[src/rtl/acc_pkg.sv]
// Shared types and helpers for the accumulator bank.
package acc_pkg;

  typedef enum logic [2:0] {
    OP_NOP  = 3'b000,
    OP_LOAD = 3'b001,
    OP_ADD  = 3'b010,
    OP_SUB  = 3'b011,
    OP_SHL  = 3'b100,
    OP_SHR  = 3'b101,
    OP_CLR  = 3'b110,
    OP_MUL  = 3'b111
  } op_e;

  typedef enum logic {
    IDLE = 1'b0,
    MUL  = 1'b1
  } state_e;

  // Counter width for the default 8-bit bank; instances use mul_cnt_w(WIDTH).
  localparam int ACC_WIDTH_DEF = 8;
  localparam int MUL_CNT_W     = $clog2(ACC_WIDTH_DEF + 1);

  function automatic int mul_cnt_w(input int w);
    return $clog2(w + 1);
  endfunction

endpackage

[src/rtl/acc_alu.sv]
// Combinational unit for every single-cycle accumulator op.
module acc_alu
  import acc_pkg::*;
#(
  parameter int WIDTH  = 8,
  parameter int SAT_EN = 0
) (
  input  logic [WIDTH-1:0] i_acc,
  input  logic [WIDTH-1:0] i_data,
  input  op_e              i_op,
  output logic [WIDTH-1:0] o_result,
  output logic             o_carry
);

  logic [WIDTH:0] w_sum;
  logic [WIDTH:0] w_diff;

  assign w_sum  = {1'b0, i_acc} + {1'b0, i_data};
  assign w_diff = {1'b0, i_acc} - {1'b0, i_data};

  // Result and carry/borrow/shift-out per op; saturation keeps the flag.
  always_comb begin
    o_result = i_acc;
    o_carry  = 1'b0;
    case (i_op)
      OP_LOAD: o_result = i_data;
      OP_ADD: begin
        o_carry  = w_sum[WIDTH];
        o_result = (SAT_EN != 0 && w_sum[WIDTH]) ? '1 : w_sum[WIDTH-1:0];
      end
      OP_SUB: begin
        o_carry  = w_diff[WIDTH];
        o_result = (SAT_EN != 0 && w_diff[WIDTH]) ? '0 : w_diff[WIDTH-1:0];
      end
      OP_SHL: begin
        o_carry  = i_acc[WIDTH-1];
        o_result = {i_acc[WIDTH-2:0], 1'b0};
      end
      OP_SHR: begin
        o_carry  = i_acc[0];
        o_result = {1'b0, i_acc[WIDTH-1:1]};
      end
      OP_CLR:  o_result = '0;
      default: ;
    endcase
  end

endmodule

[src/rtl/acc_bank.sv]
// Bank of NUM_ACC accumulators with single-cycle ALU ops and a
// shift-add multiply that holds the bank busy for WIDTH cycles.
module acc_bank
  import acc_pkg::*;
#(
  parameter int WIDTH   = 8,
  parameter int NUM_ACC = 4,
  parameter int SAT_EN  = 0,
  localparam int SELW   = (NUM_ACC > 1) ? $clog2(NUM_ACC) : 1
) (
  input  logic             clk,
  input  logic             reset,
  input  logic             op_valid,
  output logic             op_ready,
  input  logic [2:0]       op,
  input  logic [SELW-1:0]  acc_sel,
  input  logic [WIDTH-1:0] data_in,
  input  logic [SELW-1:0]  rd_sel,
  output logic [WIDTH-1:0] acc_out,
  output logic             carry_flag,
  output logic             zero_flag,
  output logic             done,
  output logic             busy
);

  localparam int                CNT_W = mul_cnt_w(WIDTH);
  localparam logic [CNT_W-1:0]  LAST  = CNT_W'(WIDTH - 1);
  localparam logic [SELW:0]     NACC  = (SELW + 1)'(NUM_ACC);

  logic [NUM_ACC-1:0][WIDTH-1:0] r_acc;
  state_e                        r_state, w_state_nxt;
  logic                          r_carry, r_zero, r_done;
  logic [2*WIDTH-1:0]            r_prod, r_mcand, w_prod_nxt;
  logic [WIDTH-1:0]              r_mplier;
  logic [CNT_W-1:0]              r_cnt;
  logic [SELW-1:0]               r_tgt;

  op_e              w_op;
  logic             w_accept, w_sel_ok, w_rd_ok, w_last;
  logic [WIDTH-1:0] w_acc_cur, w_alu_res, w_mul_res;
  logic             w_alu_c, w_mul_hi;

  assign w_op      = op_e'(op);
  assign op_ready  = (r_state == IDLE);
  assign busy      = (r_state == MUL);
  assign w_accept  = op_valid && op_ready;
  assign w_sel_ok  = ({1'b0, acc_sel} < NACC);
  assign w_rd_ok   = ({1'b0, rd_sel} < NACC);
  assign w_acc_cur = w_sel_ok ? r_acc[acc_sel] : '0;
  assign acc_out   = w_rd_ok ? r_acc[rd_sel] : '0;
  assign w_last    = (r_cnt == LAST);

  // Last iteration folds its own add in so the write lands at edge N+WIDTH.
  assign w_prod_nxt = r_prod + (r_mplier[0] ? r_mcand : '0);
  assign w_mul_hi   = |w_prod_nxt[2*WIDTH-1:WIDTH];
  assign w_mul_res  = (SAT_EN != 0 && w_mul_hi) ? '1 : w_prod_nxt[WIDTH-1:0];

  assign carry_flag = r_carry;
  assign zero_flag  = r_zero;
  assign done       = r_done;

  acc_alu #(.WIDTH(WIDTH), .SAT_EN(SAT_EN)) u_alu (
    .i_acc    (w_acc_cur),
    .i_data   (data_in),
    .i_op     (w_op),
    .o_result (w_alu_res),
    .o_carry  (w_alu_c)
  );

  // State register.
  always_ff @(posedge clk) begin
    if (reset) r_state <= IDLE;
    else       r_state <= w_state_nxt;
  end

  // Next state: enter MUL on an accepted in-range MUL, leave after WIDTH steps.
  always_comb begin
    w_state_nxt = r_state;
    case (r_state)
      IDLE: if (w_accept && w_sel_ok && w_op == OP_MUL) w_state_nxt = MUL;
      MUL:  if (w_last) w_state_nxt = IDLE;
      default: w_state_nxt = IDLE;
    endcase
  end

  // Accumulators, flags, done pulse and the multiply shifter/counter.
  always_ff @(posedge clk) begin
    if (reset) begin
      r_acc    <= '0;
      r_carry  <= 1'b0;
      r_zero   <= 1'b0;
      r_done   <= 1'b0;
      r_prod   <= '0;
      r_mcand  <= '0;
      r_mplier <= '0;
      r_cnt    <= '0;
      r_tgt    <= '0;
    end else begin
      r_done <= 1'b0;
      case (r_state)
        IDLE: begin
          if (w_accept && w_sel_ok) begin
            if (w_op == OP_MUL) begin
              r_mcand  <= {{WIDTH{1'b0}}, w_acc_cur};
              r_mplier <= data_in;
              r_tgt    <= acc_sel;
              r_prod   <= '0;
              r_cnt    <= '0;
            end else if (w_op != OP_NOP) begin
              r_acc[acc_sel] <= w_alu_res;
              r_carry        <= w_alu_c;
              r_zero         <= (w_alu_res == '0);
              r_done         <= 1'b1;
            end
          end
        end
        MUL: begin
          r_prod   <= w_prod_nxt;
          r_mcand  <= {r_mcand[2*WIDTH-2:0], 1'b0};
          r_mplier <= {1'b0, r_mplier[WIDTH-1:1]};
          r_cnt    <= r_cnt + CNT_W'(1);
          if (w_last) begin
            r_acc[r_tgt] <= w_mul_res;
            r_carry      <= w_mul_hi;
            r_zero       <= (w_mul_res == '0);
            r_done       <= 1'b1;
          end
        end
        default: ;
      endcase
    end
  end

endmodule

[config.mk]
export PLATFORM = sky130hd
export DESIGN_NAME = acc_bank
export DESIGN_NICKNAME = d
export VERILOG_FILES = /design/src/rtl/acc_pkg.sv /design/src/rtl/acc_alu.sv /design/src/rtl/acc_bank.sv
export SDC_FILE = /design/constraint.sdc
export NUM_CORES = 1
export LEC_CHECK = 0
export CAP_MARGIN = 20
export CORE_MARGIN = 2
export CORE_UTILIZATION = 40
export DETAILED_ROUTE_END_ITERATION = 10
export SLEW_MARGIN = 20
export SYNTH_ARGS = -nofsm -noshare
export SYNTH_HDL_FRONTEND = slang
export SYNTH_SLANG_ARGS = --single-unit
[constraint.sdc]
create_clock -name clk -period 4.1 [get_ports clk]
set_input_delay 0.82 -clock clk [delete_from_list [all_inputs] [get_ports clk]]
set_output_delay 0.82 -clock clk [all_outputs]
set_load 0.01 [all_outputs]
==> results of run 1 <==
repair_timing:
action,in CTS,in global routing
buffers inserted,0,2
endpoints found under the setup margin,0,12
resized for setup,0,8
hold buffers,0,0
metal layers:
layer  global-route usage  wire length [microns]  vias up
met2                0.371                   8520      216
met1                0.314                   8410     2721
li1                     -                      -     2810
met3               0.0411                   1030       32
met4               0.0980                    486        0
met5                    0                      0        -
power by group through the flow:
stage	clock [mW]	combinational, mW	sequential (mW)
finish	0.840	0.410	0.834
global route	0.896	0.444	0.836
CTS	0.857	0.397	0.833
detailed placement	0	0.394	0.850
global placement	0	0.393	0.850
floorplan	0	0.243	0.844
final cells by class:
type	instances	share of cell area
Timing Repair Buffer	85	0.102
Multi-Input combinational cell	589	0.573
Sequential cell	82	0.236
Inverter	22	0.0119
Clock inverter	3	0.00936
Clock buffer	12	0.0340
Tap cell	184	0.0331
stage by stage:
| step | instances | cell area [sq um] | hold slack [ps] | power (mW) |
|---|---|---|---|---|
| final | 977 | 6950 | 474 | 2.08 |
| after global routing | 977 | 6950 | 493 | 2.18 |
| after CTS | 975 | 6900 | 472 | 2.09 |
| after detailed placement | 960 | 6600 | 463 | 1.24 |
| after global placement | 960 | 6600 | 452 | 1.24 |
| after floorplan | 739 | 5860 | 441 | 1.09 |
worst paths after layout:
kind | startpoint | endpoint | slack (ps) | cells past startpoint
setup reg to reg | r_mplier[0]$_SDFFE_PP0P_ | carry_flag$_SDFFE_PP0P_ | 570 | 11
hold / removal | r_prod[0]$_SDFFE_PP0P_ | r_prod[0]$_SDFFE_PP0P_ | 470 | 2
setup / recovery | acc_sel[0] | r_acc[6]$_SDFFE_PP0P_ | 180 | 14
hold reg to reg | r_prod[0]$_SDFFE_PP0P_ | r_prod[0]$_SDFFE_PP0P_ | 470 | 2
cell usage in the layout, fill, tap and decap left out, drive strengths merged, types with 9 or more instances in the layout:
cell,synthesis,final
a21o,9,9
nand2,39,39
clkbuf,40,12
mux2i,13,13
inv,22,22
dfxtp,82,82
xnor2,12,12
mux4,16,16
o21ai,23,23
a211oi,18,18
nor3,31,31
a221oi,16,16
and3,22,22
nor2,127,127
nand3,10,10
and2,22,22
a21oi,80,80
clkdlybuf4s50,0,29
ha,32,32
buf,6,56
nor2b,9,9
synthesized netlist by cell type (all sizes together), types with 6 or more instances:
cell,count
a211oi,18
a21o,9
a21oi,80
a221oi,16
a31oi,8
a32oi,8
and2,22
and3,22
buf,6
clkbuf,40
dfxtp,82
ha,32
inv,22
mux2i,13
mux4,16
nand2,39
nand2b,7
nand3,10
nor2,127
nor2b,9
nor3,31
o211ai,6
o21ai,23
o21bai,6
xnor2,12
xor2,6
state kept, by name (all words and copies together), names as in the netlist:
signal	count
r_acc	32
r_mcand	16
r_prod	16
r_mplier	8
r_cnt	4
r_tgt	2
busy	1
carry_flag	1
done	1
zero_flag	1
cell families after synthesis:
kind of cell / share of synthesized area
AO/OA/AOI/OAI: 0.246
XOR/XNOR: 0.0269
adder cells (fa/ha/maj): 0.0786
buffers and inverters: 0.0453
flip-flops: 0.280
multiplexers: 0.0876
AND/OR/NAND/NOR: 0.235
critical path, cell delays in order:
cell	delay (ps)
sky130_fd_sc_hd__clkdlybuf4s50_1	530
sky130_fd_sc_hd__mux4_2	560
sky130_fd_sc_hd__inv_1	100
sky130_fd_sc_hd__ha_1	170
sky130_fd_sc_hd__inv_1	60
sky130_fd_sc_hd__fa_1	400
sky130_fd_sc_hd__a21o_1	180
sky130_fd_sc_hd__a21o_1	190
sky130_fd_sc_hd__a31oi_1	280
sky130_fd_sc_hd__xnor2_1	100
sky130_fd_sc_hd__nand2_1	70
sky130_fd_sc_hd__nand3_1	230
sky130_fd_sc_hd__a221oi_2	370
sky130_fd_sc_hd__nor3_1	70
==> implementation parameters, run 1 <==
Parameter                              Value

Global routing
  Pin count of the biggest net entering global routing ... 79
  Vias in the first global route ... 5615
  Number of antenna violations at the first check in global routing ... 0
  First-pass GRT wire length ... approximately 30000 microns
  Grt ovf ... 0
  GRT Total Usage ... 0.233

CTS
  CTS root buf ... sky130_fd_sc_hd__clkbuf_16
  TritonCTS clock tree ... built
  Number of buffers created by CTS ... 9
  Largest buffer count on any clock path ... 2
  Clk pin slew, worst setup/hold paths ... about 60 ps
  Count of H-tree levels built during CTS ... 3
  Clock Sink Count ... between 80 and 90
  Latest clock arrival within the worst-skew pair ... ~340 ps

Layout
  Ratio of cells with drive above 1 in the final layout ... 0.130
  Register area ... roughly 1600 sq um
  Area grow syn2layout ... 18.7%
  Multi-input gate area in the final layout ... 3980 sq um
  Fin nets ... approximately 840
  Fin util ... 0.482
  Filler instances ... roughly 1400
  Diodes inserted ... 0

Floorplan
  Chip height ... 125 microns
  Starting Density ... 0.406
  Placeable core region ... between 10000 and 15000 sq um
  Horizontal die dimension ... ~120 microns
  Count of standard-cell rows ... 44
  Number of top-level design ports ... 31
  Die area ... 15600 sq um

Yosys
  Sequential element share of the synthesized area ... 0.280
  Post-synth EDFFs ... 0
  Proportion of synthesized flip-flops having asynchronous set or reset ... 0
  Netlist area before placement ... 5860 sq um
  Main synth FF type ... sky130_fd_sc_hd__dfxtp_1
  Top post-synthesis cells by area ... sky130_fd_sc_hd__dfxtp_1 (28%), sky130_fd_sc_hd__nor2_1 (8.1%), sky130_fd_sc_hd__ha_1 (6.8%), sky130_fd_sc_hd__a21oi_1 (6.8%), sky130_fd_sc_hd__mux4_2 (6.2%)
  Distinct cells, synth ... 68
  Area leader, netlist ... sky130_fd_sc_hd__dfxtp_1
  Average cell area after synthesis ... between 7 and 8 sq um
  FF+latch count, synth ... 82
  Synthesized Nets ... just under 800
  Yosys warning total ... 0
  Synth Instances ... about 740
  Fraction of post-synthesis cell area in the top cell type by area ... 0.280

Critical path
  Critical Setup Path Class ... input pin to flop
  Crit path arrival time ... roughly 4100 ps
  Critical path startpoint category ... input pin
  Critical path peak fanout ... 5
  Endpoint kind of the worst setup timing path ... flop
  WP data required ... between 4000 and 5000 ps

STA
  Normalized max-slew margin ... 0.473
  Slew at the pin closest to its max-slew limit ... between 700 and 800 ps
  Total negative setup slack ... 0 ps
  Final setup violation count ... 0
  Ratio of final minimum period to clock period ... 0.956
  Time the worst path needs with I/O delays and setup ... 3920 ps
  Clock skew ... just over 6 ps
  Number of pins exceeding their max-slew limit in the final report ... 0
  Hold Violations, Final ... 0
  Final Worst Setup Slack ... 180 ps
  Fmax achieved ... around 260 MHz

Pwr
  Psw ... 0.562 mW
  Lkg Pwr ... roughly 2.9 nW
  Reg power frac ... 0.400
  Worst vdd ir ... 0.176 mV
  Switching part of the total power ... 0.270
  Clock group share of total power ... 0.403
  PD cells ... 300 nW/um^2
  Pint ... 1.52 mW
  Combinational power share ... 0.197

Drt
  WL/cell ... 18.9 microns
  Vias per Instance ... 5.92
  First-pass iteration count of the detailed router ... 5
  Total number of vias ... 5779
  Violation count after the first detailed-routing iteration ... 475
  Post-route DRC violation count ... 0
  Number of routed nets with antenna violations ... 0
  Routed wire length ... about 18000 microns

Placed design
  Placement Setup Slack ... -269 ps
  Post-detail-place hpwl ... around 13000 microns
  PortBufs ... 30
  Final weighted congestion in routability-driven placement ... between 0.9 and 1

Run
  MaxCap Viol Count ... 0

Worst hold path
  Worst hold path class ... flop to flop

Status
  Outcome ... finished clean
Power figures use the tool's default switching activity.
==> inputs of run 2 (changes only) <==
ABC_CLOCK_PERIOD_IN_PS = 4100   (was default)
==> results of run 2 <==
The final DEF is identical to that of run 1; final timing and power are the same.
